===== src/rtl/alu_ctrl_pkg.sv =====
// Shared definitions for the ALU sequencer: FSM state encoding, opcode
// upper-nibble constants, the ALU no-op opcode and status-register bit indices.
package alu_ctrl_pkg;

  typedef enum logic [2:0] {
    ST_IDLE,
    ST_ISSUE_LO,
    ST_WAIT_LO,
    ST_CAP_LO,
    ST_ISSUE_HI,
    ST_WAIT_HI,
    ST_CAP_HI,
    ST_DONE
  } state_e;

  // Operation class lives in the upper nibble of the opcode.
  localparam logic [3:0] OP_AND  = 4'h0;
  localparam logic [3:0] OP_OR   = 4'h1;
  localparam logic [3:0] OP_XOR  = 4'h2;
  localparam logic [3:0] OP_MULT = 4'h3;
  localparam logic [3:0] OP_ADD  = 4'h4;
  localparam logic [3:0] OP_ADDC = 4'h5;
  localparam logic [3:0] OP_SUB  = 4'h6;
  localparam logic [3:0] OP_SUBC = 4'h7;
  localparam logic [3:0] OP_INC  = 4'h8;
  localparam logic [3:0] OP_DEC  = 4'h9;
  localparam logic [3:0] OP_NEG  = 4'hA;

  // Full opcode that makes the ALU hold its result and flags.
  localparam logic [7:0] OP_NOP = 8'hFF;

  // Bit positions inside sreg = {n, z, c}.
  localparam int SREG_N = 2;
  localparam int SREG_Z = 1;
  localparam int SREG_C = 0;

endpackage


===== src/rtl/alu_ctrl_opmap.sv =====
// Combinational opcode decode for 16-bit chaining: produces the opcode used
// for the high byte and flags whether the op class may be chained at all.
module alu_ctrl_opmap
  import alu_ctrl_pkg::*;
(
  input  logic [7:0] opcode_i,
  output logic [7:0] hi_opcode_o,
  output logic       wide_ok_o
);

  // Arithmetic ops switch to their carry-in form for the upper byte;
  // bitwise and already-carried ops are reused unchanged.
  always_comb begin
    hi_opcode_o = opcode_i;
    wide_ok_o   = 1'b0;
    case (opcode_i[7:4])
      OP_ADD:  hi_opcode_o = {OP_ADDC, opcode_i[3:0]};
      OP_SUB:  hi_opcode_o = {OP_SUBC, opcode_i[3:0]};
      default: hi_opcode_o = opcode_i;
    endcase
    case (opcode_i[7:4])
      OP_AND, OP_OR, OP_XOR, OP_ADD, OP_ADDC, OP_SUB, OP_SUBC: wide_ok_o = 1'b1;
      default: wide_ok_o = 1'b0;
    endcase
  end

endmodule


===== src/rtl/alu_ctrl.sv =====
// Sequencer that issues one request to an external pipelined ALU, waits out
// its latency, captures result and flags, and emits a one-cycle writeback.
// Define ALU_CTRL_WIDE_EN to enable 16-bit chained (two-pass) operations;
// without it every request executes as a single 8-bit pass.
module alu_ctrl
  import alu_ctrl_pkg::*;
#(
  parameter int ALU_LAT = 2,
  parameter int REG_AW  = 5
) (
  input  logic              clk,
  input  logic              rst,
  input  logic              req_valid,
  output logic              req_ready,
  input  logic [7:0]        req_opcode,
  input  logic [7:0]        req_a,
  input  logic [7:0]        req_b,
  input  logic [7:0]        req_a_hi,
  input  logic [7:0]        req_b_hi,
  input  logic              req_wide,
  input  logic [REG_AW-1:0] req_rd,
  output logic [7:0]        alu_opcode,
  output logic [7:0]        alu_rd,
  output logic [7:0]        alu_rr,
  output logic              alu_ci,
  input  logic [15:0]       alu_data,
  input  logic              alu_co,
  input  logic              alu_zo,
  input  logic              alu_no,
  output logic              wb_valid,
  output logic [REG_AW-1:0] wb_addr,
  output logic [15:0]       wb_data,
  output logic [2:0]        sreg
);

  // WAIT spans ALU_LAT-1 cycles; with a single-cycle ALU it is skipped.
  localparam int              CNT_W     = (ALU_LAT > 2) ? $clog2(ALU_LAT - 1) : 1;
  localparam logic [CNT_W-1:0] CNT_INIT = CNT_W'((ALU_LAT >= 2) ? (ALU_LAT - 2) : 0);
  localparam bit              SKIP_WAIT = (ALU_LAT < 2);

  state_e              state_q;
  logic [CNT_W-1:0]    cnt_q;
  logic                mult_q;
  logic [REG_AW-1:0]   rd_q;
  logic [7:0]          alu_opcode_q;
  logic [7:0]          alu_rd_q;
  logic [7:0]          alu_rr_q;
  logic                alu_ci_q;
  logic                wb_valid_q;
  logic [REG_AW-1:0]   wb_addr_q;
  logic [15:0]         wb_data_q;
  logic [2:0]          sreg_q;
  logic                accept;

`ifdef ALU_CTRL_WIDE_EN
  logic [7:0] hi_op_d;
  logic       wide_ok;
  logic       wide_q;
  logic [7:0] hi_op_q;
  logic [7:0] a_hi_q;
  logic [7:0] b_hi_q;
  logic [7:0] lo_q;
  logic       lo_z_q;

  alu_ctrl_opmap u_opmap (
    .opcode_i    (req_opcode),
    .hi_opcode_o (hi_op_d),
    .wide_ok_o   (wide_ok)
  );
`else
  logic unused_wide_inputs;
  assign unused_wide_inputs = ^{req_wide, req_a_hi, req_b_hi};
`endif

  assign req_ready  = (state_q == ST_IDLE) || (state_q == ST_DONE);
  assign accept     = req_valid && req_ready;
  assign alu_opcode = alu_opcode_q;
  assign alu_rd     = alu_rd_q;
  assign alu_rr     = alu_rr_q;
  assign alu_ci     = alu_ci_q;
  assign wb_valid   = wb_valid_q;
  assign wb_addr    = wb_addr_q;
  assign wb_data    = wb_data_q;
  assign sreg       = sreg_q;

  // Sequencer FSM with registered ALU drive, writeback and status outputs.
  // ALU inputs default to NOP every cycle and are only overridden on the
  // edge that enters an ISSUE state, so they are live for exactly that state.
  always_ff @(posedge clk) begin
    if (rst) begin
      state_q      <= ST_IDLE;
      cnt_q        <= '0;
      mult_q       <= 1'b0;
      rd_q         <= '0;
      alu_opcode_q <= OP_NOP;
      alu_rd_q     <= 8'h00;
      alu_rr_q     <= 8'h00;
      alu_ci_q     <= 1'b0;
      wb_valid_q   <= 1'b0;
      wb_addr_q    <= '0;
      wb_data_q    <= 16'h0000;
      sreg_q       <= 3'b000;
`ifdef ALU_CTRL_WIDE_EN
      wide_q       <= 1'b0;
      hi_op_q      <= 8'h00;
      a_hi_q       <= 8'h00;
      b_hi_q       <= 8'h00;
      lo_q         <= 8'h00;
      lo_z_q       <= 1'b0;
`endif
    end else begin
      alu_opcode_q <= OP_NOP;
      alu_rd_q     <= 8'h00;
      alu_rr_q     <= 8'h00;
      alu_ci_q     <= 1'b0;
      wb_valid_q   <= 1'b0;

      case (state_q)
        ST_IDLE, ST_DONE: begin
          if (accept) begin
            mult_q       <= (req_opcode[7:4] == OP_MULT);
            rd_q         <= req_rd;
`ifdef ALU_CTRL_WIDE_EN
            wide_q       <= req_wide && wide_ok;
            hi_op_q      <= hi_op_d;
            a_hi_q       <= req_a_hi;
            b_hi_q       <= req_b_hi;
`endif
            // Low pass chains from the current carry flag.
            alu_opcode_q <= req_opcode;
            alu_rd_q     <= req_a;
            alu_rr_q     <= req_b;
            alu_ci_q     <= sreg_q[SREG_C];
            state_q      <= ST_ISSUE_LO;
          end else begin
            state_q      <= ST_IDLE;
          end
        end

        ST_ISSUE_LO: begin
          cnt_q   <= CNT_INIT;
          state_q <= SKIP_WAIT ? ST_CAP_LO : ST_WAIT_LO;
        end

        ST_WAIT_LO: begin
          if (cnt_q == '0) state_q <= ST_CAP_LO;
          else             cnt_q   <= cnt_q - 1'b1;
        end

        ST_CAP_LO: begin
`ifdef ALU_CTRL_WIDE_EN
          if (wide_q) begin
            // Keep the low byte and its zero flag; its carry feeds the high pass.
            lo_q         <= alu_data[7:0];
            lo_z_q       <= alu_zo;
            alu_opcode_q <= hi_op_q;
            alu_rd_q     <= a_hi_q;
            alu_rr_q     <= b_hi_q;
            alu_ci_q     <= alu_co;
            state_q      <= ST_ISSUE_HI;
          end else
`endif
          begin
            wb_valid_q <= 1'b1;
            wb_addr_q  <= rd_q;
            wb_data_q  <= mult_q ? alu_data : {8'h00, alu_data[7:0]};
            sreg_q     <= {alu_no, alu_zo, alu_co};
            state_q    <= ST_DONE;
          end
        end

`ifdef ALU_CTRL_WIDE_EN
        ST_ISSUE_HI: begin
          cnt_q   <= CNT_INIT;
          state_q <= SKIP_WAIT ? ST_CAP_HI : ST_WAIT_HI;
        end

        ST_WAIT_HI: begin
          if (cnt_q == '0) state_q <= ST_CAP_HI;
          else             cnt_q   <= cnt_q - 1'b1;
        end

        ST_CAP_HI: begin
          wb_valid_q <= 1'b1;
          wb_addr_q  <= rd_q;
          wb_data_q  <= {alu_data[7:0], lo_q};
          sreg_q     <= {alu_no, lo_z_q & alu_zo, alu_co};
          state_q    <= ST_DONE;
        end
`endif

        default: state_q <= ST_IDLE;
      endcase
    end
  end

endmodule


===== config.mk =====
export PLATFORM = sky130hd
export DESIGN_NAME = alu_ctrl
export DESIGN_NICKNAME = d
export VERILOG_FILES = /design/src/rtl/alu_ctrl_pkg.sv /design/src/rtl/alu_ctrl_opmap.sv /design/src/rtl/alu_ctrl.sv
export SDC_FILE = /design/constraint.sdc
export NUM_CORES = 1
export LEC_CHECK = 0
export ABC_AREA = 1
export BUFFER_PORTS_ARGS = -buffer_cell sky130_fd_sc_hd__buf_2
export CAP_MARGIN = 20
export CORE_AREA = 10 10 81 83
export CTS_CLUSTER_DIAMETER = 100
export DETAILED_ROUTE_END_ITERATION = 7
export DIE_AREA = 0 0 91 93
export HOLD_SLACK_MARGIN = 0.03
export PLACE_DENSITY = 0.74
export SLEW_MARGIN = 20
export SYNTH_ARGS = -nofsm -noshare
export SYNTH_HDL_FRONTEND = slang
export SYNTH_SLANG_ARGS = --single-unit

===== constraint.sdc =====
create_clock -name clk -period 1.5 [get_ports clk]
set_input_delay 0.15 -clock clk [delete_from_list [all_inputs] [get_ports clk]]
set_output_delay 0.15 -clock clk [all_outputs]
set_load 0.01 [all_outputs]

==> results.cfg, run 1 <==
[worst_setup_path]
timing.reg2reg.setup_slack_ns = 0.28
reg2regPathDepth = 4
crit_buf_inv = 4
path_class = in2reg
critPathTopFamily = buffers and inverters
required_ns = 1.74
cp_cell_sequence = dlygate4sd3_1, buf_2, inv_1, buf_4, nand2_1, o21ai_0
arrival_ns = 1.65
path_max_fanout = 18
r2r-start = state_q[1]$_SDFF_PP0_
r2r-end = alu_opcode[0]$_SDFF_PP1_
max_stage_delay_ns = 0.54
start_kind = primary input
crit_path_end_kind = flop
slowest_stage = dlygate4sd3_1

[clocking]
cts_root_buf = clkbuf_8
tritoncts = yes
cts_sinks = 59
clock_path_buffers = 2
h-tree-depth = 3
clock_latency_ns = 0.31
postCtsSetupRepairBufs = 0
clk_pin_slew_ns = 0.06
cts_made_buffers = 9

[yosys]
synth_area_um2 = 1956
syn_nets = 302
synth_top_cells_by_count = dfxtp_1, nor2_1, inv_1, o21ai_0, nand2_1
netlist_instances = 234
ys_seq_area_share_pct = 60.40
ys_types = 19
synth_top_cell_area_share_pct = 60.40
yosys_most_used_dff = dfxtp_1
async_reset_ff_share_pct = 0
synth_most_common_cell = dfxtp_1
synth_area_leader_cell = dfxtp_1
avgSynthCellArea_um2 = 8.357
synth-seq-cells = 59
synth_edf_count = 0
yosys_warnings = 0
synth.area.top_cells = dfxtp_1, nor2_1, o21ai_0, inv_1, nand3_1

[final_layout]
drive_gt1_share_pct = 35.62
fill_cells = 477
area_growth_pct = 48.75
n_antenna_cell = 0
fin_util_pct = 58.07
nets = 428
layoutNonFillerInstCount = 435
fin_area_um2 = 2909

[floorplan]
die_h_um = 93
core_area_um2 = 5010
die-area_um2 = 8463
std_cell_rows = 26
die_w_um = 91
ioPinCount = 119
start_util_pct = 39.04

[placed_design]
place_ws_ns = 0.2454
placed_area_um2 = 2531
place_inst = 399
globalplace.congestion = 0.7219
dp_hpwl_um = 3692
port_buffers = 101

[sta]
fmax_mhz = 707.2
period_needed_ns = 1.414
tns_ns = 0
hold_violations = 0
drv_slew = 0
setup_viol = 0
fin_ws_ns = 0.08592
fin_skew_ns = 0.004182
fin_crit_sh_pct = 94.27
relSlewSlack_pct = 71.72
grt_setup_unrepaired = no
worstMarginPinSlew_ns = 0.4235

[drt]
totalWireLength_um = 5351
vias_per_cell = 4.168
first_pass_iters = 4
vias = 1813
drtIter0Drc = 40
avgRoutedWirePerCell_um = 12.30
antenna_left = 0
drc_errors = 0

[power_and_ir_drop]
leakagePower_uw = 0.001534
vdd_drop_max_mv = 0.5853
powerDensity_nw_per_um2 = 1162

[status]
status = finished clean

[min_path]
worstHoldEndpoint = alu_rr[2]$_SDFF_PP0_
hold_path.class = in2reg
holdPathStages = 3
hp-start = req_b[2]

[global_route]
track_usage_pct = 12.78
grt_pass1_wl_um = 8797
grt_max_degree = 26
grt_overflow = 0
grt_pass1_vias = 1825
antenna_found_initial = 0

[flow_run]
drv_cap = 0
power by group:
| part | switching (uW) | total (uW) | internal (uW) |
|---|---|---|---|
| logic | 232 | 443 | 211 |
| clock network | 545 | 1230 | 686 |
| registers | 46.1 | 1710 | 1660 |
cells in the final DEF (no fill, tap or decap), drive strengths merged:
master / instances
buf: 106
dfxtp: 59
nor2: 57
inv: 28
o21ai: 25
nand2: 22
dlygate4sd3: 20
nand3: 17
clkbuf: 14
or2: 8
a21oi: 6
clkinv: 2
nor3: 1
cell type report:
| class | instances | area [um2] | area share [%] |
|---|---|---|---|
| well taps | 70 | 87.58 | 3.011 |
| repair buffers | 126 | 747.0 | 25.68 |
| clock inverters | 2 | 10.01 | 0.3441 |
| inverters | 28 | 105.1 | 3.613 |
| multi-input cells | 136 | 614.3 | 21.12 |
| flip-flops and latches | 59 | 1182 | 40.65 |
| clock buffers | 14 | 162.7 | 5.591 |
timing repair:
action,CTS,global route
endpoints found under the setup margin,0,1
gates resized for setup,0,2
endpoints found under the hold margin,20,0
hold buffers,20,0
worst min-delay path, stage by stage:
cell and delay [ns]:
buf_2 0.10, inv_1 0.04, nor2_1 0.03
stage by stage:
stage	hold WS [ns]	power [uW]
detailed placement	0.3350	2140
global placement	0.3348	2133
finish	0.05426	3381
floorplan	0.2224	1960
global route	0.03730	3586
CTS	0.03098	3437
flip-flops by register name, indices dropped and copies added (netlist names), 3 cells and up:
signal and count:
alu_rd 8, wb_data 16, sreg 3, alu_rr 8, wb_addr 5, rd_q 5
alu_opcode 8, state_q 3
logic make-up (layout without fill, tap and decap cells):
family | Yosys count | count (layout) | synth area share [%]
and+or+nand+nor | 105 | 105 | 23.48
DFF | 59 | 59 | 60.40
buffers and inverters | 39 | 170 | 8.189
AOI/OAI and AO/OA | 31 | 31 | 7.934
layer usage:
layer  track usage [%]  wire, um
met1             14.18      2331
met2             20.35      2483
met3             5.995       489
met4             6.266        47
met5                 0         0
how the worst max path moves through the flow:
stage                                from                        to  slack [ns]  cells past startpoint
global route                          rst  wb_data[10]$_SDFFE_PP0P_       0.004                      6
global placement    state_q[2]$_SDFF_PP0_  alu_opcode[4]$_SDFF_PP1_        0.27                      4
CTS                 state_q[2]$_SDFF_PP0_                 req_ready        0.05                      5
detailed placement  state_q[2]$_SDFF_PP0_  alu_opcode[0]$_SDFF_PP1_        0.25                      4
floorplan           state_q[2]$_SDFF_PP0_  alu_opcode[5]$_SDFF_PP1_        0.38                      5
finish                                rst   wb_data[9]$_SDFFE_PP0P_        0.09                      6
No activity file was read; power rests on OpenSTA's default activity.
==> run 2: changes to the inputs <==
Settings changed: RECOVER_POWER from default to 25, SYNTH_HIERARCHICAL from default to 1.
==> results.cfg, run 2 <==
[placed_design]
globalplace.congestion = 0.7219
placed_area_um2 = 2531
port_buffers = 101
place_ws_ns = 0.2454
dp_hpwl_um = 3692

[floorplan]
die_w_um = 91
start_util_pct = 39.04
std_cell_rows = 26
core_area_um2 = 5010
die_h_um = 93
ioPinCount = 119
die-area_um2 = 8463

[global_route]
grt_pass1_wl_um = 8797
grt_pass1_vias = 1825
track_usage_pct = 12.78
grt_overflow = 0
antenna_found_initial = 0
grt_max_degree = 26

[sta]
fin_crit_sh_pct = 94.14
setup_viol = 0
hold_slack_ns = 0.05422
fmax_mhz = 708.2
worstMarginPinSlew_ns = 0.4240
fin_skew_ns = 0.004272
period_needed_ns = 1.412
tns_ns = 0
hold_violations = 0
drv_slew = 0
relSlewSlack_pct = 71.69
fin_ws_ns = 0.08797
grt_setup_unrepaired = no

[power_and_ir_drop]
powerDensity_nw_per_um2 = 1172
fin_total_pwr_uw = 3372
vdd_drop_max_mv = 0.5852
leakagePower_uw = 0.001447

[yosys]
yosys_warnings = 6
netlist_instances = 234
synth.area.top_cells = dfxtp_1, nor2_1, o21ai_0, inv_1, nand3_1
synth_area_leader_cell = dfxtp_1
synth_top_cell_area_share_pct = 60.40
syn_nets = 302
synth-seq-cells = 59
ys_types = 19
async_reset_ff_share_pct = 0
synth_top_cells_by_count = dfxtp_1, nor2_1, inv_1, o21ai_0, nand2_1
avgSynthCellArea_um2 = 8.357
synth_edf_count = 0
synth_area_um2 = 1956
ys_seq_area_share_pct = 60.40
synth_most_common_cell = dfxtp_1
yosys_most_used_dff = dfxtp_1

[clocking]
cts_root_buf = clkbuf_8
cts_sinks = 59
tritoncts = yes
clock_path_buffers = 2
cts_made_buffers = 9
h-tree-depth = 3
clk_pin_slew_ns = 0.06
postCtsSetupRepairBufs = 0
clock_latency_ns = 0.31

[worst_setup_path]
start_kind = primary input
arrival_ns = 1.65
path_class = in2reg
crit_end = wb_data[9]$_SDFFE_PP0P_
crit_path_end_kind = flop
r2r-end = alu_opcode[0]$_SDFF_PP1_
path_max_fanout = 18
required_ns = 1.74
critPathLaunch = rst
timing.reg2reg.setup_slack_ns = 0.28
r2r-start = state_q[1]$_SDFF_PP0_
reg2regPathDepth = 4

[final_layout]
final_common_cell = buf_2
fin_area_um2 = 2877
drive_gt1_share_pct = 28.49
layout_common_cells = buf_2, dfxtp_1, nor2_1, clkbuf_1, inv_1
area_growth_pct = 47.09
n_antenna_cell = 0
largest_reg_flops = 16
nets = 428

[flow_run]
drv_cap = 0

[drt]
avgRoutedWirePerCell_um = 12.40
vias_per_cell = 4.175
drc_errors = 0
first_pass_iters = 4
vias = 1816
antenna_left = 0
drtIter0Drc = 58
totalWireLength_um = 5395

[status]
status = finished clean

[min_path]
hold_path.class = in2reg
==> run 2: cell counts after synthesis <==
Identical to the previous run, type by type.
==> run 2: where the power goes <==
part	internal, uW	switching (uW)	total, uW
Clock	686	544	1230
Sequential	1660	47.6	1710
Combinational	201	232	433
Total	2550	824	3370
==> run 2: repair_timing <==
item | 4_1_cts | 5_1_grt
hold endpoints to repair | 20 | 0
endpoints found under the setup margin | 0 | 1
hold buffers | 20 | 0
resized for setup | 0 | 2
==> run 2: worst max-delay path, stage by stage <==
cell and delay [ns]:
dlygate4sd3_1 0.54, buf_2 0.13, inv_1 0.12, buf_4 0.24
nand2_1 0.24, o21ai_0 0.22
==> run 2: layer usage <==
metal	global-route usage, %	routed length (um)
met5	0	0
met4	6.266	47
met3	5.995	446
met2	20.35	2484
met1	14.18	2416
==> run 2: cell families (layout without fill, tap and decap cells) <==
| logic type | after synthesis | after routing | share of synthesized area, % |
|---|---|---|---|
| AOI/OAI and AO/OA | 31 | 31 | 7.934 |
| DFF | 59 | 59 | 60.40 |
| buffers and inverters | 39 | 170 | 8.189 |
| and+or+nand+nor | 105 | 105 | 23.48 |
==> run 2: cell type report <==
class,count,area [um2]
fill,494,2133
sequential,59,1182
timing repair buffer,126,714.4
multi-input combinational,136,614.3
clock buffer,14,162.7
inverter,28,105.1
tap,70,87.58
clock inverter,2,10.01
==> run 2: how the worst min path moves through the flow <==
stage / startpoint / cells past startpoint / slack, ns / to
2_1_floorplan: rst / 1 / 0.22 / state_q[1]$_SDFF_PP0_
3_3_place_gp: rst / 2 / 0.33 / state_q[1]$_SDFF_PP0_
3_5_place_dp: rst / 2 / 0.33 / state_q[1]$_SDFF_PP0_
4_1_cts: req_a[1] / 3 / 0.03 / alu_rd[1]$_SDFF_PP0_
5_1_grt: req_b[2] / 3 / 0.04 / alu_rr[2]$_SDFF_PP0_
6_report: req_b[2] / 3 / 0.05 / alu_rr[2]$_SDFF_PP0_
==> run 2: metrics by stage <==
step,util [%],cells
4_1_cts,57.97,435
6_report,57.42,435
5_1_grt,57.42,435
3_5_place_dp,50.52,399
3_3_place_gp,50.52,399
2_1_floorplan,-,234
